<file path="src/rtl/dpi_sync_regen_if.sv">
// DPI-in / HDMI-encoder-out signal bundle for the sync regenerator.
// Carries no state, so it adds no latency.
// There is no backpressure: pixels stream at the video clock rate.
interface dpi_sync_regen_if #(
    parameter int DATA_W = 24
);
    logic [DATA_W-1:0] rgb_in;
    logic              vsync_in;
    logic [DATA_W-1:0] rgb_out;
    logic              hsync;
    logic              vsync;
    logic              active;
    logic [15:0]       pixel_count;
    logic [15:0]       line_count;
    logic              frame_start;
    logic              locked;

    // Pixel source side
    modport master (
        output rgb_in, vsync_in,
        input  rgb_out, hsync, vsync, active, pixel_count, line_count,
               frame_start, locked
    );

    // Regenerator side
    modport slave (
        input  rgb_in, vsync_in,
        output rgb_out, hsync, vsync, active, pixel_count, line_count,
               frame_start, locked
    );
endinterface

</file>
<file path="src/rtl/dpi_sync_regen.sv">
// Regenerates HDMI timing from a free-running raster that is phase-locked to DPI vsync_in.
// All outputs are registered, so each one lags the raster counters and rgb_in by one cycle.
// There is no backpressure: the block accepts one pixel on every clk_video cycle.
module dpi_sync_regen #(
    parameter int DATA_W      = 24,
    parameter int H_ACTIVE    = 1280,
    parameter int H_FP        = 110,
    parameter int H_SYNC      = 40,
    parameter int H_BP        = 220,
    parameter int V_ACTIVE    = 720,
    parameter int V_FP        = 5,
    parameter int V_SYNC      = 5,
    parameter int V_BP        = 20,
    parameter bit HS_POL      = 1'b1,
    parameter bit VS_POL      = 1'b1,
    parameter bit VS_IN_POL   = 1'b1,
    parameter int V_RESYNC    = V_ACTIVE + V_FP,
    parameter int LOCK_FRAMES = 3,
    parameter bit BLANK_ZERO  = 1'b1
) (
    input  logic            clk_video,
    input  logic            reset_n,
    dpi_sync_regen_if.slave dpi
);

    localparam int H_TOTAL = H_ACTIVE + H_FP + H_SYNC + H_BP;
    localparam int V_TOTAL = V_ACTIVE + V_FP + V_SYNC + V_BP;

    localparam logic [15:0] H_LAST = 16'(H_TOTAL - 1);
    localparam logic [15:0] V_LAST = 16'(V_TOTAL - 1);
    localparam logic [15:0] H_ACT  = 16'(H_ACTIVE);
    localparam logic [15:0] V_ACT  = 16'(V_ACTIVE);
    localparam logic [15:0] HS_BEG = 16'(H_ACTIVE + H_FP);
    localparam logic [15:0] HS_END = 16'(H_ACTIVE + H_FP + H_SYNC);
    localparam logic [15:0] VS_BEG = 16'(V_ACTIVE + V_FP);
    localparam logic [15:0] VS_END = 16'(V_ACTIVE + V_FP + V_SYNC);
    localparam logic [15:0] V_RS   = 16'(V_RESYNC);
    localparam logic [7:0]  LOCK_N = 8'(LOCK_FRAMES);

    typedef enum logic [1:0] {
        ST_FREE = 2'd0,
        ST_ACQ  = 2'd1,
        ST_LOCK = 2'd2
    } lock_state_t;

    lock_state_t state, state_nxt;

    logic [15:0]       h_cnt, v_cnt;
    logic [15:0]       h_adv, v_adv;
    logic              h_wrap, v_wrap, frame_wrap;
    logic              vs_r, vs_edge, match, reload;
    logic [7:0]        match_cnt, match_nxt;
    logic [1:0]        nowrap_cnt, nowrap_nxt;
    logic              active_c, hs_c, vs_c;
    logic [DATA_W-1:0] rgb_c;

    // Free-running raster position for the next cycle, ignoring any resync reload.
    assign h_wrap     = (h_cnt == H_LAST);
    assign v_wrap     = (v_cnt == V_LAST);
    assign frame_wrap = h_wrap && v_wrap;
    assign h_adv      = h_wrap ? 16'd0 : h_cnt + 16'd1;
    assign v_adv      = !h_wrap ? v_cnt : (v_wrap ? 16'd0 : v_cnt + 16'd1);

    // A leading edge of vsync_in matches when the raster is already on course to hit the resync point.
    assign vs_edge = (dpi.vsync_in == VS_IN_POL) && (vs_r != VS_IN_POL);
    assign match   = (h_adv == 16'd0) && (v_adv == V_RS);

    // Output decode of the current raster position.
    assign active_c = (h_cnt < H_ACT) && (v_cnt < V_ACT);
    assign hs_c     = (h_cnt >= HS_BEG) && (h_cnt < HS_END);
    assign vs_c     = (v_cnt >= VS_BEG) && (v_cnt < VS_END);
    assign rgb_c    = (active_c || !BLANK_ZERO) ? dpi.rgb_in : '0;

    // Lock FSM next state. An edge always wins over the missing-vsync timeout.
    always_comb begin
        state_nxt  = state;
        match_nxt  = match_cnt;
        nowrap_nxt = nowrap_cnt;
        reload     = 1'b0;
        if (vs_edge) begin
            nowrap_nxt = 2'd0;
            unique case (state)
                ST_FREE: begin
                    reload    = 1'b1;
                    match_nxt = 8'd0;
                    state_nxt = ST_ACQ;
                end
                ST_ACQ: begin
                    if (match) begin
                        match_nxt = match_cnt + 8'd1;
                        if (match_cnt + 8'd1 >= LOCK_N) begin
                            state_nxt = ST_LOCK;
                        end
                    end else begin
                        reload    = 1'b1;
                        match_nxt = 8'd0;
                    end
                end
                ST_LOCK: begin
                    if (!match) begin
                        reload    = 1'b1;
                        match_nxt = 8'd0;
                        state_nxt = ST_ACQ;
                    end
                end
                default: begin
                    state_nxt = ST_FREE;
                end
            endcase
        end else if (frame_wrap) begin
            // Second frame without a vsync_in edge means the source has gone away.
            if (state != ST_FREE && nowrap_cnt == 2'd1) begin
                state_nxt  = ST_FREE;
                match_nxt  = 8'd0;
                nowrap_nxt = 2'd0;
            end else if (nowrap_cnt != 2'd3) begin
                nowrap_nxt = nowrap_cnt + 2'd1;
            end
        end
    end

    // Raster counters, vsync_in history and lock FSM state.
    always_ff @(posedge clk_video or negedge reset_n) begin
        if (!reset_n) begin
            h_cnt      <= 16'd0;
            v_cnt      <= 16'd0;
            vs_r       <= ~VS_IN_POL;
            state      <= ST_FREE;
            match_cnt  <= 8'd0;
            nowrap_cnt <= 2'd0;
        end else begin
            vs_r       <= dpi.vsync_in;
            state      <= state_nxt;
            match_cnt  <= match_nxt;
            nowrap_cnt <= nowrap_nxt;
            if (reload) begin
                h_cnt <= 16'd0;
                v_cnt <= V_RS;
            end else begin
                h_cnt <= h_adv;
                v_cnt <= v_adv;
            end
        end
    end

    // Registered outputs, aligned with the pixel that was presented on rgb_in.
    always_ff @(posedge clk_video or negedge reset_n) begin
        if (!reset_n) begin
            dpi.rgb_out     <= '0;
            dpi.active      <= 1'b0;
            dpi.hsync       <= ~HS_POL;
            dpi.vsync       <= ~VS_POL;
            dpi.pixel_count <= 16'd0;
            dpi.line_count  <= 16'd0;
            dpi.frame_start <= 1'b0;
            dpi.locked      <= 1'b0;
        end else begin
            dpi.rgb_out     <= rgb_c;
            dpi.active      <= active_c;
            dpi.hsync       <= hs_c ? HS_POL : ~HS_POL;
            dpi.vsync       <= vs_c ? VS_POL : ~VS_POL;
            dpi.pixel_count <= h_cnt;
            dpi.line_count  <= v_cnt;
            dpi.frame_start <= (h_cnt == 16'd0) && (v_cnt == 16'd0);
            dpi.locked      <= (state_nxt == ST_LOCK);
        end
    end

endmodule

</file>
<file path="src/flat_wrapper.sv">
// flat-port wrapper written by rule: the top's interface ports become plain ports
module dpi_sync_regen_flat 
#(
    parameter int DATA_W      = 24,
    parameter int H_ACTIVE    = 1280,
    parameter int H_FP        = 110,
    parameter int H_SYNC      = 40,
    parameter int H_BP        = 220,
    parameter int V_ACTIVE    = 720,
    parameter int V_FP        = 5,
    parameter int V_SYNC      = 5,
    parameter int V_BP        = 20,
    parameter bit HS_POL      = 1'b1,
    parameter bit VS_POL      = 1'b1,
    parameter bit VS_IN_POL   = 1'b1,
    parameter int V_RESYNC    = V_ACTIVE + V_FP,
    parameter int LOCK_FRAMES = 3,
    parameter bit BLANK_ZERO  = 1'b1
)
  (clk_video, reset_n, dpi_rgb_in, dpi_vsync_in, dpi_rgb_out, dpi_hsync, dpi_vsync, dpi_active, dpi_pixel_count, dpi_line_count, dpi_frame_start, dpi_locked);
  dpi_sync_regen_if #(.DATA_W(DATA_W)) dpi_i ();
  input  logic clk_video;
  input  logic reset_n;
  input wire logic [$bits(dpi_i.rgb_in)-1:0] dpi_rgb_in;
  input wire logic [$bits(dpi_i.vsync_in)-1:0] dpi_vsync_in;
  output wire logic [$bits(dpi_i.rgb_out)-1:0] dpi_rgb_out;
  output wire logic [$bits(dpi_i.hsync)-1:0] dpi_hsync;
  output wire logic [$bits(dpi_i.vsync)-1:0] dpi_vsync;
  output wire logic [$bits(dpi_i.active)-1:0] dpi_active;
  output wire logic [$bits(dpi_i.pixel_count)-1:0] dpi_pixel_count;
  output wire logic [$bits(dpi_i.line_count)-1:0] dpi_line_count;
  output wire logic [$bits(dpi_i.frame_start)-1:0] dpi_frame_start;
  output wire logic [$bits(dpi_i.locked)-1:0] dpi_locked;
  assign dpi_i.rgb_in = dpi_rgb_in;
  assign dpi_i.vsync_in = dpi_vsync_in;
  assign dpi_rgb_out = dpi_i.rgb_out;
  assign dpi_hsync = dpi_i.hsync;
  assign dpi_vsync = dpi_i.vsync;
  assign dpi_active = dpi_i.active;
  assign dpi_pixel_count = dpi_i.pixel_count;
  assign dpi_line_count = dpi_i.line_count;
  assign dpi_frame_start = dpi_i.frame_start;
  assign dpi_locked = dpi_i.locked;
  dpi_sync_regen #(.DATA_W(DATA_W), .H_ACTIVE(H_ACTIVE), .H_FP(H_FP), .H_SYNC(H_SYNC), .H_BP(H_BP), .V_ACTIVE(V_ACTIVE), .V_FP(V_FP), .V_SYNC(V_SYNC), .V_BP(V_BP), .HS_POL(HS_POL), .VS_POL(VS_POL), .VS_IN_POL(VS_IN_POL), .V_RESYNC(V_RESYNC), .LOCK_FRAMES(LOCK_FRAMES), .BLANK_ZERO(BLANK_ZERO)) u_core (.clk_video(clk_video), .reset_n(reset_n), .dpi(dpi_i));
endmodule
</file>
<file path="config.mk">
export PLATFORM = sky130hd
export DESIGN_NAME = dpi_sync_regen_flat
export DESIGN_NICKNAME = d
export VERILOG_FILES = /design/src/rtl/dpi_sync_regen_if.sv /design/src/rtl/dpi_sync_regen.sv /design/src/flat_wrapper.sv
export SDC_FILE = /design/constraint.sdc
export NUM_CORES = 1
export LEC_CHECK = 0
export CAP_MARGIN = 20
export CORE_MARGIN = 4
export CORE_UTILIZATION = 49
export DETAILED_ROUTE_END_ITERATION = 6
export PLACE_DENSITY_LB_ADDON = 0.15
export SKIP_LAST_GASP = 1
export SYNTH_ARGS = -nofsm -noshare
export SYNTH_HDL_FRONTEND = slang
export SYNTH_SLANG_ARGS = --single-unit
export TNS_END_PERCENT = 1
</file>
<file path="constraint.sdc">
create_clock -name clk_video -period 2.9 [get_ports clk_video]
set_input_delay 0.435 -clock clk_video [delete_from_list [all_inputs] [get_ports clk_video]]
set_output_delay 0.435 -clock clk_video [all_outputs]
set_load 0.005 [all_outputs]
</file>
; ---- After elaboration in Yosys (flattened, before gate mapping)
; Index checks and enable logic that the tools add are counted.
[classes]
n_addsub = 4
n_eq_ne = 10
bitwise = 1
magnitude_cmp = 7
n_reduce_logical = 19
muxes = 28
[op_table]
columns = op, n
row1 = $mux 16, 5
row2 = $logic_not 16->1, 3
row3 = $mux 8, 5
row4 = $add 16x1->16 const B, 2
row5 = $eq 16x10->1 const B, 2
row6 = $lt 16x10->1 const B, 2
row7 = $lt 16x11->1 const B, 2
row8 = $mux 24, 1
row9 = $pmux 8 s3, 1
row10 = $mux 2, 10
row11 = $eq 16x11->1 const B, 1
row12 = $ge 16x10->1 const B, 1
row13 = $ge 16x11->1 const B, 1
row14 = $add 8x1->8 const B, 1
row15 = $ge 8x2->1 const B, 1
row16 = $logic_and 1x1->1, 8
row17 = $pmux 2 s3, 1
row18 = $reduce_bool 2->1, 3
row19 = $eq 2x1->1 const B, 2
row20 = $eq 2x2->1 const B, 2
row21 = $mux 1, 4
row22 = $ne 4x4->1 const B, 1
row23 = $reduce_and 4->1, 1
row24 = $ne 3x3->1 const B, 1
row25 = other kinds (8), 8
[totals]
register_bits = 106
in_bits = 27
elab_cells = 83

; ---- Longest topological paths before layout
; Gate-level depths: netlist of the first run.
[logic_depth]
ltp_word = 9
ltp_mapped = 13
depth_no_buf = 10

; ---- Worst setup path after synthesis of the first run
; OpenSTA, ideal clock, no wires.
[synth_timing]
path_type = reg2reg
start = reg u_core.v_cnt[1]
end = reg u_core.dpi.locked
required_ps = 2789
stages_incl_launch_ff = 13
path_slack_ps = -9
path_buffers = 2
t_arrival_ps = 2798
setup_time_ps = 111
path_cell_list = dfrtp_1 -> clkbuf_1 -> inv_1 -> ha_1 -> and3b_1 -> and4_1 -> buf_2 -> o211ai_1 -> a22o_1 -> a21bo_1 -> nor4_4 -> nand2_1 -> a2111oi_2
[synth_between]
elab_chain_len = 9
word_cells_on_any_way = 13
cone_classes = add/sub (1) / eq/ne (3) / mux (7) / reduce/logical (2)
[synth_lines]
columns = item, line
row1 = from (decl), dpi_sync_regen.sv:48  ; logic [15:0] h_cnt, v_cnt;
row2 = from (signal assigned), dpi_sync_regen.sv:141  ; v_cnt <= v_adv;
row3 = $add 16x1->16 / $eq 16x10->1 (equally long branches), "dpi_sync_regen.sv:62, dpi_sync_regen.sv:59"
row4 = $mux 16 (2 in series), dpi_sync_regen.sv:62  ; assign v_adv = !h_wrap ? v_cnt : (v_wrap ? 16'd0 : v_cnt + 16'd1);
row5 = $eq 16x10->1, dpi_sync_regen.sv:66  ; assign match = (h_adv == 16'd0) && (v_adv == V_RS);
row6 = $logic_and 1x1->1, dpi_sync_regen.sv:66
row7 = "$mux 2, on equally long branches", "dpi_sync_regen.sv:100, dpi_sync_regen.sv:89"
row8 = $pmux 2 s3, dpi_sync_regen.sv:82  ; unique case (state)
row9 = $mux 2 *, dpi_sync_regen.sv:80  ; if (vs_edge) begin
row10 = $eq 2x2->1 *, dpi_sync_regen.sv:165  ; dpi.locked <= (state_nxt == ST_LOCK);
row11 = to (signal assigned), dpi_sync_regen.sv:165
row12 = to (decl), dpi_sync_regen_if.sv:29  ; frame_start, locked
; Mark *: on every way between the ends. The rest lies on a longest branch, timed or not.
; A chain may end at the register's enable or synchronous reset.

; ---- Worst setup path in the final report of the first run
[layout_timing]
start = reg u_core.h_cnt[15]
end = reg u_core.match_cnt[1]
[layout_between]
elab_chain_len = 7
word_cells_on_any_way = 14
cone_classes = add/sub (1) / eq/ne (3) / mux (5) / reduce/logical (5)
[layout_lines]
columns = item, line
row1 = from (decl), dpi_sync_regen.sv:48
row2 = from (signal assigned), dpi_sync_regen.sv:140  ; h_cnt <= h_adv;
row3 = $add 16x1->16 / $eq 16x11->1 (equally long branches), "dpi_sync_regen.sv:61, dpi_sync_regen.sv:58"
row4 = "$mux 16, on equally long branches", "dpi_sync_regen.sv:61, dpi_sync_regen.sv:62"
row5 = $logic_not 16->1 / $eq 16x10->1 (equally long branches), dpi_sync_regen.sv:66
row6 = $logic_and 1x1->1, dpi_sync_regen.sv:66
row7 = $mux 8, dpi_sync_regen.sv:89  ; if (match) begin
row8 = $pmux 8 s3, dpi_sync_regen.sv:82
row9 = $mux 8, dpi_sync_regen.sv:80
row10 = to (signal assigned), dpi_sync_regen.sv:134  ; match_cnt <= match_nxt;
row11 = to (decl), dpi_sync_regen.sv:52  ; logic [7:0] match_cnt, match_nxt;
; Parallel ways exist; a longest one is shown, timed or not.

==> impl_metrics.yaml, run 1 <==
status:
  status: "complete, no violations"
global_route:
  grt_overflow: 0
  antenna_found_initial: 0
  grt_pass1_vias: 5069
  grtUsageTotal: 0.2711
  grt_pass1_wl_um: 27400
  grt_max_degree: 60
floorplanning:
  start_util: 0.5037
  core_area_um2: 10940
  io-pin-count: 88
  rows: 38
  die_w_um: 114.0
  die_area_um2: 13000
  fp.dieH_um: 114.0
setup_path:
  crit_path_frequent_cell: "buf_4"
  crit_fanout: 9
  slowest_delay_ps: 530
  crit_type: "reg2reg"
  crit_required_ps: 3130
  path_cells: "nor3_4 -> nand4_1 -> buf_4 -> or4_4 -> o311a_1 -> nand4_1 -> nor4_4 -> buf_4 -> buf_4 -> buf_4 -> a21oi_4 -> o22ai_1"
  crit_arrival_ps: 3120
  crit_family: "simple AND/OR/NAND/NOR gates"
  critPathSlowestCell: "or4_4"
  cp-start-kind: "flip-flop"
  crit_buf_inv: 4
  endpoint_kind: "flip-flop"
placement:
  pre_cts_ws_ps: -187.0
  portBuffers: 87
  gp_congestion: 1.058
  hpwl_um: 12430
layout:
  antenna_cells: 0
  final_util: 0.7061
  drive_gt1_frac: 0.2315
  multi_input_area_um2: 2761
  seq_area_um2: 2656
  nets: 778
  syn_to_final_growth_pct: 40.19
  num-fill-cells: 880
power_and_ir_drop:
  p_sw_frac: 0.3406
  intPower_mw: 3.815
  p_comb_frac: 0.440
  switching_power_mw: 1.971
  powerDensity_nw_per_um2: 749.3
  p_leak_nw: 3.310
  p_seq_frac: 0.333
  pwr-share-clk: 0.227
  ir_drop_v: 0.0006033
clock_network:
  cts.clk_slew.worst_paths_ps: 70
  cts_max_level: 3
  cts_hold_buffers: 0
  numCtsBuffers: 9
  root_buffer: "clkbuf_16"
  cts_tree: "built"
  clock_path_buffers: 2
  cts_num_sinks: 106
  clk_latency_ps: 360
sta:
  fin_crit_ps: 2882
  setup_viol: 0
  slew_headroom: 0.5926
  final_max_slew_viol_count: 0
  rsz0062_at_grt: "true"
  post-route-period-util: 0.9938
  finalClockSkew_ps: 9.093
  finalHoldViolations: 0
  max_freq_mhz: 347.0
  finalWorstSetupSlack_ps: 18.02
  worst_slew_pin_slew_ps: 611.2
logic_synthesis:
  synth_edf_count: 0
  synth_top_area_frac: 0.4816
  ys_async_sr_fraction: 1.000
  synth.most_common_cell: "dfrtp_1"
  synth_cells: 571
  synth_top_family_by_area: "simple AND/OR/NAND/NOR gates"
  synth_cell_types: 67
  yosys-top-cells-count: "106 x dfrtp_1, 47 x nor2_1, 46 x nand2_1"
  syn_avg_cell_area_um2: 9.646
  synth_area_leaders: "dfrtp_1 48%, nor2_1 3.2%, and2_1 3.2%"
  synthXorXnorAreaFrac: 0.03021
  netlist_area_um2: 5508
  yosys_warnings: 0
  muxShareOfSynthArea: 0.003635
  synth_adder_area_share: 0.02953
  seq_area_frac_synth: 0.4816
  synth_seq_cells: 106
  synth_compound_area_frac: 0.1340
  syn_nets: 611
  synth-main-ff-cell: "dfrtp_1"
  yosysTopAreaCell: "dfrtp_1"
  yosys.area_share.simple: 0.2769
routing:
  wire_per_inst_um: 19.29
  firstDrtPassIters: 5
  drt-vias-per-instance: 5.835
  routed_wl_um: 17030
  drc: 0
  ant_nets: 0
  drtIter0Drc: 499
  vias: 5152
min_path:
  hold_class: "in2async"
flow_run:
  cap_violations: 0
[worst paths after layout]
kind	startpoint	end	slack (ps)	cells past startpoint
max	u_core.h_cnt[15]	u_core.match_cnt[1]	20	12
min	reset_n	u_core.dpi.rgb_out[14]	80	1
max reg2reg	u_core.h_cnt[15]	u_core.match_cnt[1]	20	12
min reg2reg	u_core.v_cnt[0]	u_core.dpi.line_count[0]	480	0
max in group asynchronous	reset_n	u_core.h_cnt[5]	2070	2
min in group clk_video	u_core.v_cnt[0]	u_core.dpi.line_count[0]	480	0
[state kept, by name, summed over array words and instances, names as in the netlist]
name                    cells
u_core.dpi.line_count      16
u_core.dpi.rgb_out         24
u_core.dpi.locked           1
u_core.dpi.vsync            1
u_core.v_cnt               16
u_core.dpi.frame_start      1
u_core.h_cnt               16
u_core.dpi.active           1
u_core.dpi.pixel_count     16
u_core.nowrap_cnt           2
u_core.match_cnt            8
u_core.state                2
u_core.vs_r                 1
u_core.dpi.hsync            1
[stage by stage]
| step | cell area (µm²) | total power [mW] | hold WS, ps | TNS, ps | cells |
|---|---|---|---|---|---|
| 6_report | 7721 | 5.785 | 83.97 | 0 | 883 |
| 5_1_grt | 7721 | 6.117 | 138.9 | -1990 | 883 |
| 4_1_cts | 7579 | 5.763 | 105.5 | -15.27 | 879 |
| 3_5_place_dp | 7178 | 4.379 | 484.6 | -1511 | 859 |
| 3_3_place_gp | 7167 | 4.291 | 468.1 | -206.8 | 858 |
| 2_1_floorplan | 5508 | 3.093 | 139.4 | 0 | 571 |
[final cells by class]
| class | instances | area share |
|---|---|---|
| timing repair buffer | 194 | 0.2254 |
| inverter | 18 | 0.008751 |
| tap | 140 | 0.02269 |
| clock buffer | 11 | 0.03144 |
| clock inverter | 5 | 0.01005 |
| sequential | 106 | 0.3440 |
| multi-input combinational | 409 | 0.3576 |
[what timing repair did]
| action | in CTS | in global routing |
|---|---|---|
| resized for setup | 10 | 26 |
| setup endpoints to repair | 19 | 42 |
| setup buffers | 4 | 4 |
| pin swaps | 3 | 13 |
| gates cloned | 0 | 0 |
[cell families (layout without fill, tap and decap cells)]
logic type | Yosys count | in the layout
mux | 2 | 2
simple gates | 268 | 268
xor+xnor | 19 | 19
flops | 106 | 106
compound gates | 107 | 107
fa+ha+maj | 13 | 13
buf+inv | 56 | 228
[power by group through the flow]
stage / clock network, mW / registers [mW] / logic (mW)
3_5_place_dp: 0 / 1.94 / 2.44
2_1_floorplan: 0 / 1.96 / 1.13
5_1_grt: 1.40 / 1.96 / 2.76
3_3_place_gp: 0 / 1.93 / 2.36
6_report: 1.31 / 1.93 / 2.55
4_1_cts: 1.34 / 1.91 / 2.51
[placed cells by master (no fill, tap or decap), types with 3 or more instances in the layout]
cell type	Yosys	layout
nand4_1	14	14
buf_6	0	5
and2_1	28	28
nand2b_1	13	13
clkdlybuf4s50_1	0	86
o211ai_1	11	11
a31oi_1	8	8
nor3_1	19	16
nor4_2	2	5
nor2_1	47	46
and3_1	7	7
ha_1	13	11
a21oi_1	20	20
inv_1	18	18
nand3_2	1	4
nor4_1	15	12
and4_1	6	6
xnor2_1	13	13
buf_12	0	4
o21ai_1	5	7
nand3_1	31	28
dfrtp_1	106	103
a211oi_1	5	5
dfrtp_2	0	3
nand2_1	46	46
or3_1	6	6
o21ai_0	25	22
buf_4	4	99
xor2_1	6	5
o31ai_1	5	5
nor3_2	8	10
clkbuf_16	0	9
[metal layers]
metal	track usage	vias to the layer above	share of wire
met4	0.09739	0	0.020
li1	-	2375	-
met1	0.3782	2485	0.43
met2	0.4231	261	0.47
met3	0.05252	31	0.074
met5	0	-	0
No activity file was read; power rests on OpenSTA's default activity.
==> run 2, diff against run 1 <==
--- a/config.mk
+++ b/config.mk
@@ -5,6 +5,7 @@
 export SDC_FILE = /design/constraint.sdc
 export NUM_CORES = 1
 export LEC_CHECK = 0
+export ABC_AREA = 1
 export CAP_MARGIN = 20
 export CORE_MARGIN = 4
 export CORE_UTILIZATION = 49
==> impl_metrics.yaml, run 2 <==
status:
  status: "complete, no violations"
placement:
  hpwl_um: 11540
  dpl.cell_count: 990
  pre_cts_ws_ps: 170.6
  portBuffers: 87
  placed_cell_area_um2: 6754
  gp_congestion: 0.9077
clock_network:
  numCtsBuffers: 9
  cts_tree: "built"
  cts_setup_buffers: 0
  clk_latency_ps: 350
  cts_num_sinks: 106
  root_buffer: "clkbuf_16"
  clock_path_buffers: 2
  cts.clk_slew.worst_paths_ps: 70
  cts_max_level: 3
logic_synthesis:
  yosys-top-cells-count: "201 x nand2_1, 134 x nor2_1, 109 x inv_1"
  synth_top_area_frac: 0.4640
  synth.most_common_cell: "nand2_1"
  yosysTopAreaCell: "dfrtp_1"
  synth_edf_count: 0
  synth_seq_cells: 106
  synth_cell_types: 36
  synth_cells: 762
  yosys_warnings: 0
  seq_area_frac_synth: 0.4640
  synth-main-ff-cell: "dfrtp_1"
  syn_nets: 802
  netlist_area_um2: 5717
  syn_avg_cell_area_um2: 7.502
  ys_async_sr_fraction: 1.000
  synth_area_leaders: "dfrtp_1 46%, nand2_1 13%, nor2_1 8.8%"
layout:
  largest_reg_flops: 24
  regMostFlops: "u_core.dpi.rgb_out"
  nets: 898
  final_cells: 1006
  seq_area_um2: 2654
  multi_input_area_um2: 2562
  syn_to_final_growth_pct: 23.48
  final_common_cell: "nand2_1"
  final_cell_mix: "199 x nand2_1, 133 x nor2_1, 109 x inv_1, 105 x dfrtp_1, 86 x clkdlybuf4s50_1"
  antenna_cells: 0
  drive_gt1_frac: 0.09154
  num-fill-cells: 1036
  final_cell_area_um2: 7059
global_route:
  antenna_found_initial: 0
  grt_max_degree: 57
  grt_overflow: 0
  grt_pass1_vias: 4921
  grt_pass1_wl_um: 24210
  grtUsageTotal: 0.2293
floorplanning:
  rows: 39
  io-pin-count: 88
  fp.dieH_um: 116.0
  core_area_um2: 11420
  die_area_um2: 13460
  die_w_um: 116.0
  start_util: 0.5007
power_and_ir_drop:
  p_sw_frac: 0.3304
  ir_drop_v: 0.0003802
  powerDensity_nw_per_um2: 535.1
  p_comb_frac: 0.249
  switching_power_mw: 1.248
  p_seq_frac: 0.452
  pwr-share-clk: 0.299
  p_leak_nw: 3.659
  intPower_mw: 2.529
flow_run:
  cap_violations: 0
setup_path:
  crit_required_ps: 3140
  crit_type: "reg2reg"
  reg2reg_from: "u_core.h_cnt[1]"
  crit_arrival_ps: 2900
  cp-start-kind: "flip-flop"
  r2r_cells: 17
  timing.rr.end: "u_core.h_cnt[15]"
  crit_fanout: 24
  endpoint_kind: "flip-flop"
  r2r_slack_ps: 240
sta:
  setup_viol: 0
  fin_crit_ps: 2660
  finalClockSkew_ps: 10.32
  rsz0062_at_grt: "true"
  finalHoldViolations: 0
  finalWorstSetupSlack_ps: 240.5
  final_max_slew_viol_count: 0
  post-route-period-util: 0.9171
  worst_slew_pin_slew_ps: 714.4
  slew_headroom: 0.5237
  max_freq_mhz: 376.0
  timing.hold.ws_ps: 122.1
min_path:
  hold_class: "in2async"
routing:
  drc: 0
  routed_wl_um: 15150
  wire_per_inst_um: 15.06
  ant_nets: 0
  drtIter0Drc: 300
  drt-vias-per-instance: 5.179
  vias: 5210
  firstDrtPassIters: 5
run 2: cell types whose count changed after synthesis, sizes merged, moves of 26 or more:
cell / before / now
nand2: 47 / 210
nand3: 32 / 73
nor2: 47 / 162
inv: 18 / 113
and2: 29 / 3
run 2: how the worst max path moves through the flow:
stage,to,slack [ps],from
2_1_floorplan,u_core.h_cnt[14],640,u_core.h_cnt[1]
3_3_place_gp,u_core.v_cnt[1],260,u_core.h_cnt[1]
3_5_place_dp,u_core.v_cnt[15],170,u_core.h_cnt[1]
4_1_cts,u_core.v_cnt[15],150,u_core.h_cnt[0]
5_1_grt,u_core.match_cnt[7],-50,u_core.h_cnt[1]
6_report,u_core.h_cnt[15],240,u_core.h_cnt[1]
run 2: layer usage:
metal  vias up  track usage  routed length [µm]  share of wire
met4         0      0.07270                 206          0.014
li1       2547            -                   -              -
met1      2466       0.3118                6763           0.45
met2       179       0.3809                7088           0.47
met5         -            0                   0              0
met3        18      0.03238                1094          0.072
run 2: metrics by stage:
stage	total power, mW	setup TNS (ps)	util
after floorplan	2.349	0	-
after global placement	2.639	0	0.5915
after detailed placement	2.663	0	0.5915
after CTS	3.787	0	0.6153
after global routing	4.001	-183.4	0.6182
final	3.777	0	0.6182
run 2: kinds of logic (layout without fill, tap and decap cells):
| logic type | Yosys count | after routing | synth area share |
|---|---|---|---|
| fa+ha+maj | 13 | 13 | 0.02845 |
| simple gates | 479 | 479 | 0.3710 |
| xor+xnor | 8 | 8 | 0.01226 |
| compound gates | 30 | 30 | 0.03086 |
| flops | 106 | 106 | 0.4640 |
| buf+inv | 126 | 227 | 0.09345 |
run 2: worst max-delay path, stage by stage, from the launching register on:
cell	delay (ps)
dfrtp_1	450
inv_1	110
ha_1	200
inv_1	70
nor2_1	110
nand2_1	90
nor2_4	220
buf_4	210
nand3_1	140
nand2_1	150
nor2_1	50
nand3_1	90
nor2_2	60
and2_4	150
nand2_4	80
nand2_8	70
inv_6	230
nor2_1	70
run 2: what timing repair did:
action / CTS / global route
hold buffers: 0 / 0
gates resized for setup: 0 / 9
setup endpoints to repair: 0 / 39
run 2: area by class of cell:
type | instances | share of cell area
Clock inverter | 7 | 0.006558
Sequential cell | 106 | 0.3759
Multi-Input combinational cell | 530 | 0.3630
Tap cell | 143 | 0.02535
Clock buffer | 9 | 0.03190
Inverter | 113 | 0.06079
Timing Repair Buffer | 98 | 0.1365
run 2: power by group through the flow:
| stage | Sequential (mW) | Combinational, mW | Clock, mW |
|---|---|---|---|
| 2_1_floorplan | 1.70 | 0.653 | 0 |
| 3_3_place_gp | 1.73 | 0.911 | 0 |
| 3_5_place_dp | 1.73 | 0.929 | 0 |
| 4_1_cts | 1.70 | 0.936 | 1.15 |
| 5_1_grt | 1.72 | 1.06 | 1.22 |
| 6_report | 1.71 | 0.942 | 1.13 |
==> patch, RTL diff (settings of run 1) <==
`DATA_W` is set to 24 in 3 places; all go to 12.
--- a/src/rtl/dpi_sync_regen_if.sv
+++ b/src/rtl/dpi_sync_regen_if.sv
@@ -2,7 +2,7 @@
 // Carries no state, so it adds no latency.
 // There is no backpressure: pixels stream at the video clock rate.
 interface dpi_sync_regen_if #(
-    parameter int DATA_W = 24
+    parameter int DATA_W = 12
 );
     logic [DATA_W-1:0] rgb_in;
     logic              vsync_in;
--- a/src/rtl/dpi_sync_regen.sv
+++ b/src/rtl/dpi_sync_regen.sv
@@ -2,7 +2,7 @@
 // All outputs are registered, so each one lags the raster counters and rgb_in by one cycle.
 // There is no backpressure: the block accepts one pixel on every clk_video cycle.
 module dpi_sync_regen #(
-    parameter int DATA_W      = 24,
+    parameter int DATA_W      = 12,
     parameter int H_ACTIVE    = 1280,
     parameter int H_FP        = 110,
     parameter int H_SYNC      = 40,
--- a/src/flat_wrapper.sv
+++ b/src/flat_wrapper.sv
@@ -1,7 +1,7 @@
 // flat-port wrapper written by rule: the top's interface ports become plain ports
 module dpi_sync_regen_flat 
 #(
-    parameter int DATA_W      = 24,
+    parameter int DATA_W      = 12,
     parameter int H_ACTIVE    = 1280,
     parameter int H_FP        = 110,
     parameter int H_SYNC      = 40,
Ports: changed (resized dpi_rgb_in and dpi_rgb_out); port bits go from 88 to 64. The function was not compared with the original's and may differ.
==> patch against run 1 <==
The run now ends with negative setup slack left; area after synthesis fell by 11%; sequential cell count down 12; critical path depth fell by 2; clock skew increased by 0.0023 ns; first-iteration DRC count fell by 40%; cell area is 19% lower; worst setup slack worse by 0.038 ns; via count is 18% lower; critical endpoint is now u_core.v_cnt[7]; routed wire length decreased by 27%.
Power is not compared: it rests on default switching activity, and its combinational part moved more than twofold at a synthesized area within 25%.
==> patch: results (changes against run 1) <==
Worst-skew pair later-pin latency: 0.37 ns
Number of global-route vias before repair: 4,088 (was 5,069)
Synth Net Count: 517 (was 611)
Fin nets: 632 (was 778)
Area of placed instances: 0.00602 mm2 (was 0.00718 mm2)
Detailed Routing Iterations Pass 1: 5 (unchanged)
Clock skew: 0.0114 ns (was 0.00909 ns)
Setup violators final: 3 (was 0)
Fraction of layout cells with a size suffix above 1: 0.195 (was 0.231)
H-tree levels: 3 (unchanged)
Crit path max fanout: 7 (was 9)
Hold WC Path Type: in -> async (unchanged)
Status: complete, but fails checks (was finished clean)
Global-route wire length before repair: 20,300 um (was 27,400 um)
Worst vdd ir: 0.000331 V
Clock tree buffer depth: 2 (unchanged)
Synth Flop Type: dfrtp_1 (unchanged)
Largest net degree at the start of global routing: 51 (was 60)
Slew HR: 0.580 (was 0.593)
Post-synth top cells: dfrtp_1 (94), nor2_1 (53), nand2_1 (31) (was dfrtp_1 (106), nor2_1 (47), nand2_1 (46))
Sequential area share after synthesis: 0.482 (about the same)
Number of diodes: 0 (unchanged)
Gr usage total: 0.224 (was 0.271)
Worst Path Arrival: 3.18 ns (was 3.12 ns)
DRT iter0 DRCs: 299 (was 499)
DRC Markers: 0 (unchanged)
Number of buffers created by CTS: 9 (unchanged)
Internal: 2.32 mW
WL final: 12,400 um (was 17,000 um)
Setup ws final: -0.0198 ns (was 0.0180 ns)
DP HPWL: 9230 um (was 12,400 um)
Synth area leaders: dfrtp_1 (48%), nor2_1 (4.1%), ha_1 (3.3%), xnor2_1 (2.5%), nand2_1 (2.4%) (was dfrtp_1 (48%), nor2_1 (3.2%), and2_1 (3.2%), nand2_1 (3.1%), ha_1 (3.0%))
Clock slew at reported path FFs: 0.09 ns (was 0.07 ns)
Yosys warns: 0 (unchanged)
Failing checks: negative setup slack
Setup TNS: -0.0515 ns (was 0 ns)
Lkg Pwr: 2.71 nW
Via count: 4,217 (was 5,152)
Initial antenna violation count: 0 (unchanged)
Ys async rst share: 1.00 (unchanged)
Port buffer count: 63 (was 87)
CTS root buffer: clkbuf_8 (was clkbuf_16)
Cell variety after synth: 70 (was 67)
GP Congestion: 0.883 (was 1.06)
## patch: worst paths after layout
| kind | slack [ns] | startpoint | cells after the start | end |
|---|---|---|---|---|
| max | -0.02 | u_core.h_cnt[0] | 10 | u_core.v_cnt[7] |
| min | 0.08 | reset_n | 1 | u_core.h_cnt[5] |
| max reg2reg | -0.02 | u_core.h_cnt[0] | 10 | u_core.v_cnt[7] |
| min reg2reg | 0.41 | u_core.v_cnt[11] | 0 | u_core.dpi.line_count[11] |
| max in group asynchronous | 2.16 | reset_n | 2 | u_core.match_cnt[3] |
| min in group clk_video | 0.41 | u_core.v_cnt[11] | 0 | u_core.dpi.line_count[11] |
## patch: worst max-delay path, stage by stage, from the launching register on
cell and delay [ns]:
dfrtp_1 0.42, ha_2 0.24, and3_2 0.26, nand4_1 0.12, xor2_1 0.25, nand4_1 0.15
or4_4 0.59, a211oi_4 0.20, a31oi_4 0.17, buf_4 0.19, a211o_1 0.22
## patch: layer usage
metal  GRT usage  wire (um)  up-vias
met5           0          0        -
met4      0.0766        248        0
met3      0.0480        763       21
met2       0.353       5900      165
met1       0.308       5480     2041
li1            -          -     1990
## patch: power groups by stage
stage	clock, mW	sequential, mW	combinational (mW)
after floorplan	0	1.48	0.573
after global placement	0	1.48	0.970
after detailed placement	0	1.48	0.991
after CTS	0.901	1.46	1.01
after global routing	0.955	1.48	1.12
final	0.872	1.46	1.03
## patch: what timing repair did
item	in CTS	in global routing
hold endpoints to repair	0	0
endpoints found under the setup margin	27	42
resized for setup	8	9
pin swaps	1	3
setup buffers	0	2
cloned	0	0
## patch: logic make-up (layout without fill, tap and decap cells)
| group | after synthesis | in the layout | share of synthesized area |
|---|---|---|---|
| muxes | 3 | 3 | 0.00667 |
| and+or+nand+nor | 225 | 225 | 0.264 |
| DFF | 94 | 94 | 0.482 |
| xor gates and xnor gates | 23 | 23 | 0.0413 |
| AOI/OAI and AO/OA | 84 | 84 | 0.124 |
| adders and majority gates | 13 | 13 | 0.0334 |
| buffers and inverters | 47 | 167 | 0.0477 |
## patch: final cells by class
class                   instances  area [um2]
fillers                       835        3440
flip-flops and latches         94        2360
multi-input cells             348        2340
repair buffers                131        1150
well taps                     133         166
clock buffers                  11         141
inverters                      20        75.1
clock inverters                 5        57.6
## patch: stage by stage
step	util	setup slack (ns)	total power [mW]	std cells
after CTS	0.642	0.00779	3.37	740
after global routing	0.647	-0.140	3.55	742
after floorplan	-	0.168	2.05	489
after global placement	0.619	-0.0489	2.45	724
final	0.647	-0.0198	3.37	742
after detailed placement	0.619	-0.0801	2.48	724
